File: src/rtl/uart_pkg.sv
// Shared UART definitions: launch-controller state encoding and the default byte width.
package uart_pkg;

  localparam int UART_DATA_W = 8;

  typedef enum logic [1:0] {
    IDLE      = 2'd0,
    START     = 2'd1,
    WAIT_BUSY = 2'd2,
    WAIT_DONE = 2'd3
  } tx_fifo_state_t;

endpackage

File: src/rtl/uart_fifo_ram.sv
// DEPTH x DATA_W register array: synchronous write, asynchronous read, contents never reset.
module uart_fifo_ram #(
  parameter int DEPTH  = 16,
  parameter int DATA_W = 8,
  parameter int AW     = $clog2(DEPTH)
) (
  input  logic              clk,
  input  logic              we,
  input  logic [AW-1:0]     waddr,
  input  logic [DATA_W-1:0] wdata,
  input  logic [AW-1:0]     raddr,
  output logic [DATA_W-1:0] rdata
);

  logic [DATA_W-1:0] mem [DEPTH];

  always_ff @(posedge clk) begin
    if (we) mem[waddr] <= wdata;
  end

  assign rdata = mem[raddr];

endmodule

File: src/rtl/uart_tx_fifo.sv
// Transmit byte FIFO plus launch controller for the UART serializer (start/busy/tx_done).
// Optional low-watermark interrupt (thresh/irq_low) when UART_TX_FIFO_THRESH_IRQ_EN is defined.
module uart_tx_fifo
  import uart_pkg::*;
#(
  parameter int DEPTH  = 16,
  parameter int DATA_W = UART_DATA_W,
  parameter int AW     = $clog2(DEPTH)
) (
  input  logic              clk,
  input  logic              reset_n,
  input  logic              clear,
  input  logic              wr_en,
  input  logic [DATA_W-1:0] wr_data,
  output logic              full,
  output logic              empty,
  output logic [AW:0]       level,
  output logic              overflow,
  output logic              tx_start,
  output logic [DATA_W-1:0] tx_data,
  input  logic              tx_busy,
  input  logic              tx_done
`ifdef UART_TX_FIFO_THRESH_IRQ_EN
  ,
  input  logic [AW:0]       thresh,
  output logic              irq_low
`endif
);

  localparam logic [AW:0] FULL_LVL = (AW+1)'(DEPTH);

  logic [AW-1:0]     wr_ptr;
  logic [AW-1:0]     rd_ptr;
  logic [AW:0]       count;
  logic [AW:0]       count_nxt;
  logic [DATA_W-1:0] rd_data;
  logic              push;
  logic              pop;
  tx_fifo_state_t    state;

  assign full  = (count == FULL_LVL);
  assign empty = (count == '0);
  assign level = count;

  // full comes from the registered count, so a push while full is dropped even if a pop coincides
  assign push = wr_en && !full && !clear;
  assign pop  = (state == IDLE) && !empty && !tx_busy;

  always_comb begin
    count_nxt = count;
    if (clear)              count_nxt = '0;
    else if (push && !pop)  count_nxt = count + 1'b1;
    else if (pop && !push)  count_nxt = count - 1'b1;
  end

  uart_fifo_ram #(
    .DEPTH  (DEPTH),
    .DATA_W (DATA_W),
    .AW     (AW)
  ) u_ram (
    .clk   (clk),
    .we    (push),
    .waddr (wr_ptr),
    .wdata (wr_data),
    .raddr (rd_ptr),
    .rdata (rd_data)
  );

  always_ff @(posedge clk or negedge reset_n) begin
    if (!reset_n) begin
      wr_ptr   <= '0;
      rd_ptr   <= '0;
      count    <= '0;
      overflow <= 1'b0;
    end else if (clear) begin
      wr_ptr   <= '0;
      rd_ptr   <= '0;
      count    <= '0;
      overflow <= 1'b0;
    end else begin
      count <= count_nxt;
      if (push)          wr_ptr   <= wr_ptr + 1'b1;
      if (pop)           rd_ptr   <= rd_ptr + 1'b1;
      if (wr_en && full) overflow <= 1'b1;
    end
  end

  // clear does not touch the FSM: an in-flight byte completes and tx_data holds
  always_ff @(posedge clk or negedge reset_n) begin
    if (!reset_n) begin
      state    <= IDLE;
      tx_start <= 1'b0;
      tx_data  <= '0;
    end else begin
      tx_start <= 1'b0;
      case (state)
        IDLE: begin
          if (pop) begin
            tx_data <= rd_data;
            state   <= START;
          end
        end
        START: begin
          tx_start <= 1'b1;
          state    <= WAIT_BUSY;
        end
        WAIT_BUSY: begin
          if (tx_done)      state <= IDLE;
          else if (tx_busy) state <= WAIT_DONE;
        end
        WAIT_DONE: begin
          if (tx_done) state <= IDLE;
        end
        default: state <= IDLE;
      endcase
    end
  end

`ifdef UART_TX_FIFO_THRESH_IRQ_EN
  logic written;
  logic written_nxt;

  // written suppresses the interrupt at boot and after a flush until data is queued again
  assign written_nxt = !clear && (written || push);

  always_ff @(posedge clk or negedge reset_n) begin
    if (!reset_n) begin
      written <= 1'b0;
      irq_low <= 1'b0;
    end else begin
      written <= written_nxt;
      irq_low <= written_nxt && (count_nxt <= thresh);
    end
  end
`endif

endmodule

File: config.mk
export PLATFORM = sky130hd
export DESIGN_NAME = uart_tx_fifo
export DESIGN_NICKNAME = d
export VERILOG_FILES = /design/src/rtl/uart_pkg.sv /design/src/rtl/uart_fifo_ram.sv /design/src/rtl/uart_tx_fifo.sv
export SDC_FILE = /design/constraint.sdc
export NUM_CORES = 1
export LEC_CHECK = 0
export ABC_AREA = 1
export BUFFER_PORTS_ARGS = -buffer_cell sky130_fd_sc_hd__buf_2
export CAP_MARGIN = 5
export CORE_ASPECT_RATIO = 0.5
export CORE_UTILIZATION = 45
export DETAILED_ROUTE_END_ITERATION = 6
export PLACE_DENSITY_LB_ADDON = 0.2
export SYNTH_ARGS = -nofsm -noshare
export SYNTH_HDL_FRONTEND = slang
export SYNTH_HIERARCHICAL = 1
export SYNTH_SLANG_ARGS = --single-unit
File: constraint.sdc
create_clock -name clk -period 2.35 [get_ports clk]
set_input_delay 0.1175 -clock clk [delete_from_list [all_inputs] [get_ports clk]]
set_output_delay 0.1175 -clock clk [all_outputs]
set_load 0.1 [all_outputs]
# Word-level counts from Yosys, hierarchy flattened
# Memory sizes are Yosys's and may differ from the RTL's. A register that Yosys moved wholly into a read port is not among the register bits.
# Cells that the tools add are included.
# classes
add_sub_neg	4
n_mul	0
div	0
n_lt_le_gt_ge	0
n_eq_ne	7
shift	0
mux	17
bitwise	0
n_reduce_logical	22
# op_table
operator	n
4-bit two-way mux	4
5-bit two-way mux	3
4-bit by 1-bit adder with 4-bit output, second input constant	2
2-bit two-way mux	4
2-bit one-hot mux with 4 select lines	1
1-bit logical AND	7
1-bit logical NOT	7
2-bit nonzero test	3
5-bit by 1-bit adder with 5-bit output, second input constant	1
5-bit == test, second input constant	1
5-bit logical NOT	1
1-bit two-way mux	5
5-bit by 1-bit subtractor with 5-bit output, second input constant	1
2-bit == test, second input constant	2
2-bit != test, second input constant	2
3-bit != test, second input constant	1
3-bit AND reduction	1
3-bit nonzero test	1
2-bit by 1-bit == test with 1-bit output, second input constant	1
2-bit logical NOT	1
2-bit AND reduction	1
# word_totals
ff_bits	17
latch_bits	0
ram_bits	128
mem_bits_ro	0
input_bits	14
wordCells	57
mem_count	1
# mem_list
name	words	width	rd	rd_clocked_by_memory_dff	write_ports	line_no	rtl
u_ram.mem	16	8	1	1	1	uart_fifo_ram.sv:15	logic [DATA_W-1:0] mem [DEPTH];

# Longest topological paths before layout
# depth
depth_word	9
ltp_mapped	15
mapped_depth_nobuf	15

# Modules after synthesis
# The synthesis kept the hierarchy.
# by_module_without_submodules
module	instances	cells_each	area_per_inst_um2	seq_area_each_um2
uart_fifo_ram	1	543	5606.6	3843.7
uart_tx_fifo	1	152	1362.6	625.6

# Worst setup path after synthesis
# Ideal clock, no wire load.
# synth_timing
path_type	register to register
start	register count[1] (netlist: level[1])
end	register count[4] (netlist: level[4])
setup_time_ps	121
t_arrival_ps	2533
required_ps	2229
setup_slack_ps	-305
stages_incl_launch_ff	15
path_cell_list	dfrtp_1 > nor2_2 > nand3_2 > nand2_4 > nor2_8 > nand2_4 > fa_1 > nand3_1 > nand3_1 > nand2_1 > inv_1 > nand2_1 > nand2_1 > nand2_1 > nand2_1
# synth_between
word_cells_on_any_way	18
cone_classes	add/sub (2); eq/ne (1); mux (3); reduce/logical (12)
# synth_lines
element	line_no	rtl
start: declaration	uart_tx_fifo.sv:34	logic [AW:0] count;
start signal: assignment	uart_tx_fifo.sv:81	count <= count_nxt;
5-bit == test *	uart_tx_fifo.sv:41	assign full = (count == FULL_LVL);
1-bit logical NOT *	uart_tx_fifo.sv:46	assign push = wr_en && !full && !clear;
1-bit logical AND * (2 in a row)	uart_tx_fifo.sv:46	
net push	uart_tx_fifo.sv:37	logic push;
1-bit logical AND or 1-bit logical NOT (tied branches)	uart_tx_fifo.sv:52, uart_tx_fifo.sv:53	
5-bit two-way mux or 1-bit logical AND (tied branches)	uart_tx_fifo.sv:52, uart_tx_fifo.sv:53	
5-bit two-way mux or 3-bit nonzero test (tied branches)	n/a	
# Mark *: on every way through the listed nets, which the timed path passes. The rest lies on a longest branch. The select of a mux whose other input is x is not followed.
# A chain may end at the register's enable or synchronous reset.

# Worst setup path after layout
# Same ends and word-level chain as after synthesis.

==> results.txt <==
The flow ran to the end, and the final reports show no timing, DRC or antenna violations. The number of nets in the finished design is 762. The flip-flop and latch area is 4480 µm².

STA classifies the critical path startpoint as a flop. Clock latency on the worst-skew pair, taken at its later pin, is 0.42 ns. The worst setup path is captured at a flop.

The arrival time at the worst endpoint came out at 2.43 ns. The largest voltage drop on the vdd net came out at 1.33 mV. The clock sink total is 153. In this run the horizontal extent of the chip is 178 µm. Counting flops and latches in the post-synthesis netlist gives 153. The most common library cell in the layout ignoring fill and taps is sky130_fd_sc_hd__nand2_1.

The area after detailed placement is 7360 µm². The path class of the tightest hold or removal check is input pin to flop. The buffering stage count on the worst path with inverters included came out at 1. The proportion of layout cells with a drive suffix above 1 came out at 0.153.

Dividing the detail-routed wire length by the instance count gives 17.0 µm. The number of antenna diodes in the final layout is 0. The largest stage delay on the critical path came out at 0.45 ns. The power per cell area came out at 1180 nW/µm². For this run, the register share of the synthesized area comes to 0.641. After clock tree synthesis, the setup repair step added 0 buffers. For this run, design rule violations remaining after detail routing come to 0. The post-CTS resize count is 0. The post-synthesis cell count is 695. The leakage power came out at 3.49 nW. In this run, distinct cell masters in the synthesized netlist total 30. The largest individual stage delay along the critical path comes from the cell sky130_fd_sc_hd__dfrtp_2. The initial core utilization is 0.472. The required time of the worst setup path is 2.66 ns. The die covers 16000 µm². By instance count, the cell type seen most on the critical path is sky130_fd_sc_hd__nand2_1. The number of rows created at floorplan came out at 31. The final instance area came out at 7910 µm². The hold violation total from the final report is 0. A synthesized cell averages 10.0 µm². The vertical die dimension came out at 90.0 µm. The number of nets in the synthesized netlist came out at 716. The placed wire-length estimate came out at 10000 µm. The combined global-route utilization of all metal layers is 0.218. The clock tree root driver cell is sky130_fd_sc_hd__clkbuf_16. The number of placed instances, taps included is 919. The post-route setup TNS came out at 0 ns.

Setup repair after global routing left no endpoint under its margin. The global placement routability congestion came out at 0.860. Counting the buffers created by CTS gives 17.

After filler insertion, the fill cell instance count of the layout stands at 1289. The global-route wire length before repair came out at 25600 µm. The area occupied by multi-input gates is 1880 µm².

The number of I/O port buffers came out at 30. The clock tree synthesis step divided the H-tree into 4 levels. The actual slew at the worst max-slew pin came out at 0.779 ns.

In the layout the commonest cells are 213 x sky130_fd_sc_hd__nand2_1, 128 x sky130_fd_sc_hd__edfxtp_1, 109 x sky130_fd_sc_hd__inv_1. The area of the core region came out at 14800 µm². The largest net degree at the start of global routing is 68. Setup violations remaining at the end of the flow were counted as 0. After the flow finishes, the layout carries non-filler instances totaling 952.

The number of warnings reported in the yosys synthesis log came out at 6. The share of the cycle needed by the critical path after routing is 0.901. The number of slew-limit violations in the final report is 0. The number of detailed-routing iterations run before antenna repair is 5.

The critical path goes through nor2_2 > nand3_2 > nand2_4 > nor2_8 > nand2_4 > ha_1 > a21oi_1 > nand3_1 > nand2_1 > inv_1 > nand2_1 > nand2_1 > nand2_1 > nand2_1. For this block, the routed nets add up to 16200 µm of wire. The boundary pin count came out at 31. The post-CTS clock slew at the launch and capture registers of the worst setup and hold paths came out at 0.06 ns. The number of buffers on the longest clock path is 2. Using the TritonRoute via totals, the vias-per-cell ratio works out to 5.08. The routed layout has 4838 vias. The worst slew margin relative to its limit is 0.480. Static timing analysis puts the maximum clock frequency at 0.472 GHz. The synthesized netlist occupies a cell area of 6970 µm². The area growth from synthesis to layout is 13.5%. Of all nets on the critical path, the largest fanout is 13. Once detail routing completed, the nets flagged for antenna violations numbered 0. The total global routing overflow came out at 0.

The worst path in the final design needs a cycle of 2.12 ns, including I/O delays and setup. The detailed router finished its first iteration with 409 violations. The kind of cell with the highest combined delay along the critical path is simple AND/OR/NAND/NOR gates. The number of antenna violations at the first check in global routing is 0.

The critical path start-end classification is flop to flop. The via count of the first global-routing pass came out at 4597. The tool flagged a number of max-cap violations equal to 0. The CTS tree is yes. Between clock sinks in the finished design, the worst skew comes to 0.00814 ns.
-- metal layers --
layer | share of wire | track usage
met5 | 0 | 0
met4 | 0.014 | 0.0734
met3 | 0.076 | 0.0398
met2 | 0.44 | 0.316
met1 | 0.47 | 0.327
-- logic make-up after synthesis --
group / Yosys count / share of synthesized area
buffers and inverters: 142 / 0.0896
xor gates and xnor gates: 3 / 0.00377
DFF: 153 / 0.641
AOI/OAI and AO/OA: 19 / 0.0158
adders and majority gates: 7 / 0.0136
and+or+nand+nor: 371 / 0.236
-- timing repair --
item,in CTS,in global routing
hold buffers,1,0
endpoints found under the setup margin,0,0
hold endpoints to repair,25,0
-- final timing paths --
check | start | cells past startpoint | end | slack, ns
worst max register to register | level[1] | 14 | level[4] | 0.23
worst min register to register | state[1] | 1 | tx_start | 0.48
min in group asynchronous | reset_n | 2 | state[1] | 0.24
max in group asynchronous | reset_n | 2 | rd_ptr[0] | 1.69
worst min-delay path | wr_en | 3 | overflow | 0.02
worst max-delay path | level[1] | 14 | level[4] | 0.23
-- Yosys cell counts, drive strengths merged --
cell / count / area, µm²
ha: 6 / 75.1
o21ai: 10 / 57.6
buf: 27 / 188
dfrtp: 25 / 626
a21oi: 9 / 52.6
xor2: 1 / 8.76
nand3: 108 / 556
xnor2: 2 / 17.5
nand3b: 2 / 15.0
edfxtp: 128 / 3840
nand2: 220 / 863
nand4: 5 / 31.3
fa: 1 / 20.0
inv: 115 / 437
nor3: 2 / 10.0
nor2: 34 / 169
-- sequential cells by signal, indices dropped and copies added, names as in the netlist --
register and cells:
tx_data 8, level 5, wr_ptr 4, state 2
rd_ptr 4, u_ram/mem 128, tx_start 1, overflow 1
-- metrics by stage --
| stage | setup slack [ns] | power, mW | hold WS (ns) | util |
|---|---|---|---|---|
| after floorplan | 0.0424 | 6.11 | -0.178 | - |
| after global placement | 0.282 | 6.81 | 0.153 | 0.498 |
| after detailed placement | 0.224 | 6.85 | 0.158 | 0.498 |
| after CTS | 0.224 | 9.35 | 0.00332 | 0.535 |
| after global routing | 0.0124 | 9.77 | 0.0217 | 0.535 |
| final | 0.233 | 9.32 | 0.0179 | 0.535 |
-- worst reg2reg max path, stage by stage, from the launching register on --
cell and delay (ns):
sky130_fd_sc_hd__dfrtp_2 0.45, sky130_fd_sc_hd__nor2_2 0.18, sky130_fd_sc_hd__nand3_2 0.16, sky130_fd_sc_hd__nand2_4 0.14
sky130_fd_sc_hd__nor2_8 0.06, sky130_fd_sc_hd__nand2_4 0.15, sky130_fd_sc_hd__ha_1 0.29, sky130_fd_sc_hd__a21oi_1 0.18
sky130_fd_sc_hd__nand3_1 0.09, sky130_fd_sc_hd__nand2_1 0.09, sky130_fd_sc_hd__inv_1 0.04, sky130_fd_sc_hd__nand2_1 0.06
sky130_fd_sc_hd__nand2_1 0.04, sky130_fd_sc_hd__nand2_1 0.05, sky130_fd_sc_hd__nand2_1 0.04
-- cell type report --
class                      count  area share
clock buffer                  17      0.0538
clock inverter                15      0.0147
inverter                     115      0.0552
multi-input combinational    400       0.237
sequential                   153       0.566
tap                          198      0.0313
timing repair buffer          54      0.0421
-- report_power, final --
group | internal [mW] | leakage (nW) | total, mW | switching [mW]
Sequential | 3.15 | 1.47 | 3.30 | 0.155
Clock | 1.36 | 0.251 | 2.51 | 1.15
Combinational | 0.802 | 1.77 | 3.51 | 2.71
Total | 5.31 | 3.49 | 9.32 | 4.01
(Power assumes the default switching activity.)
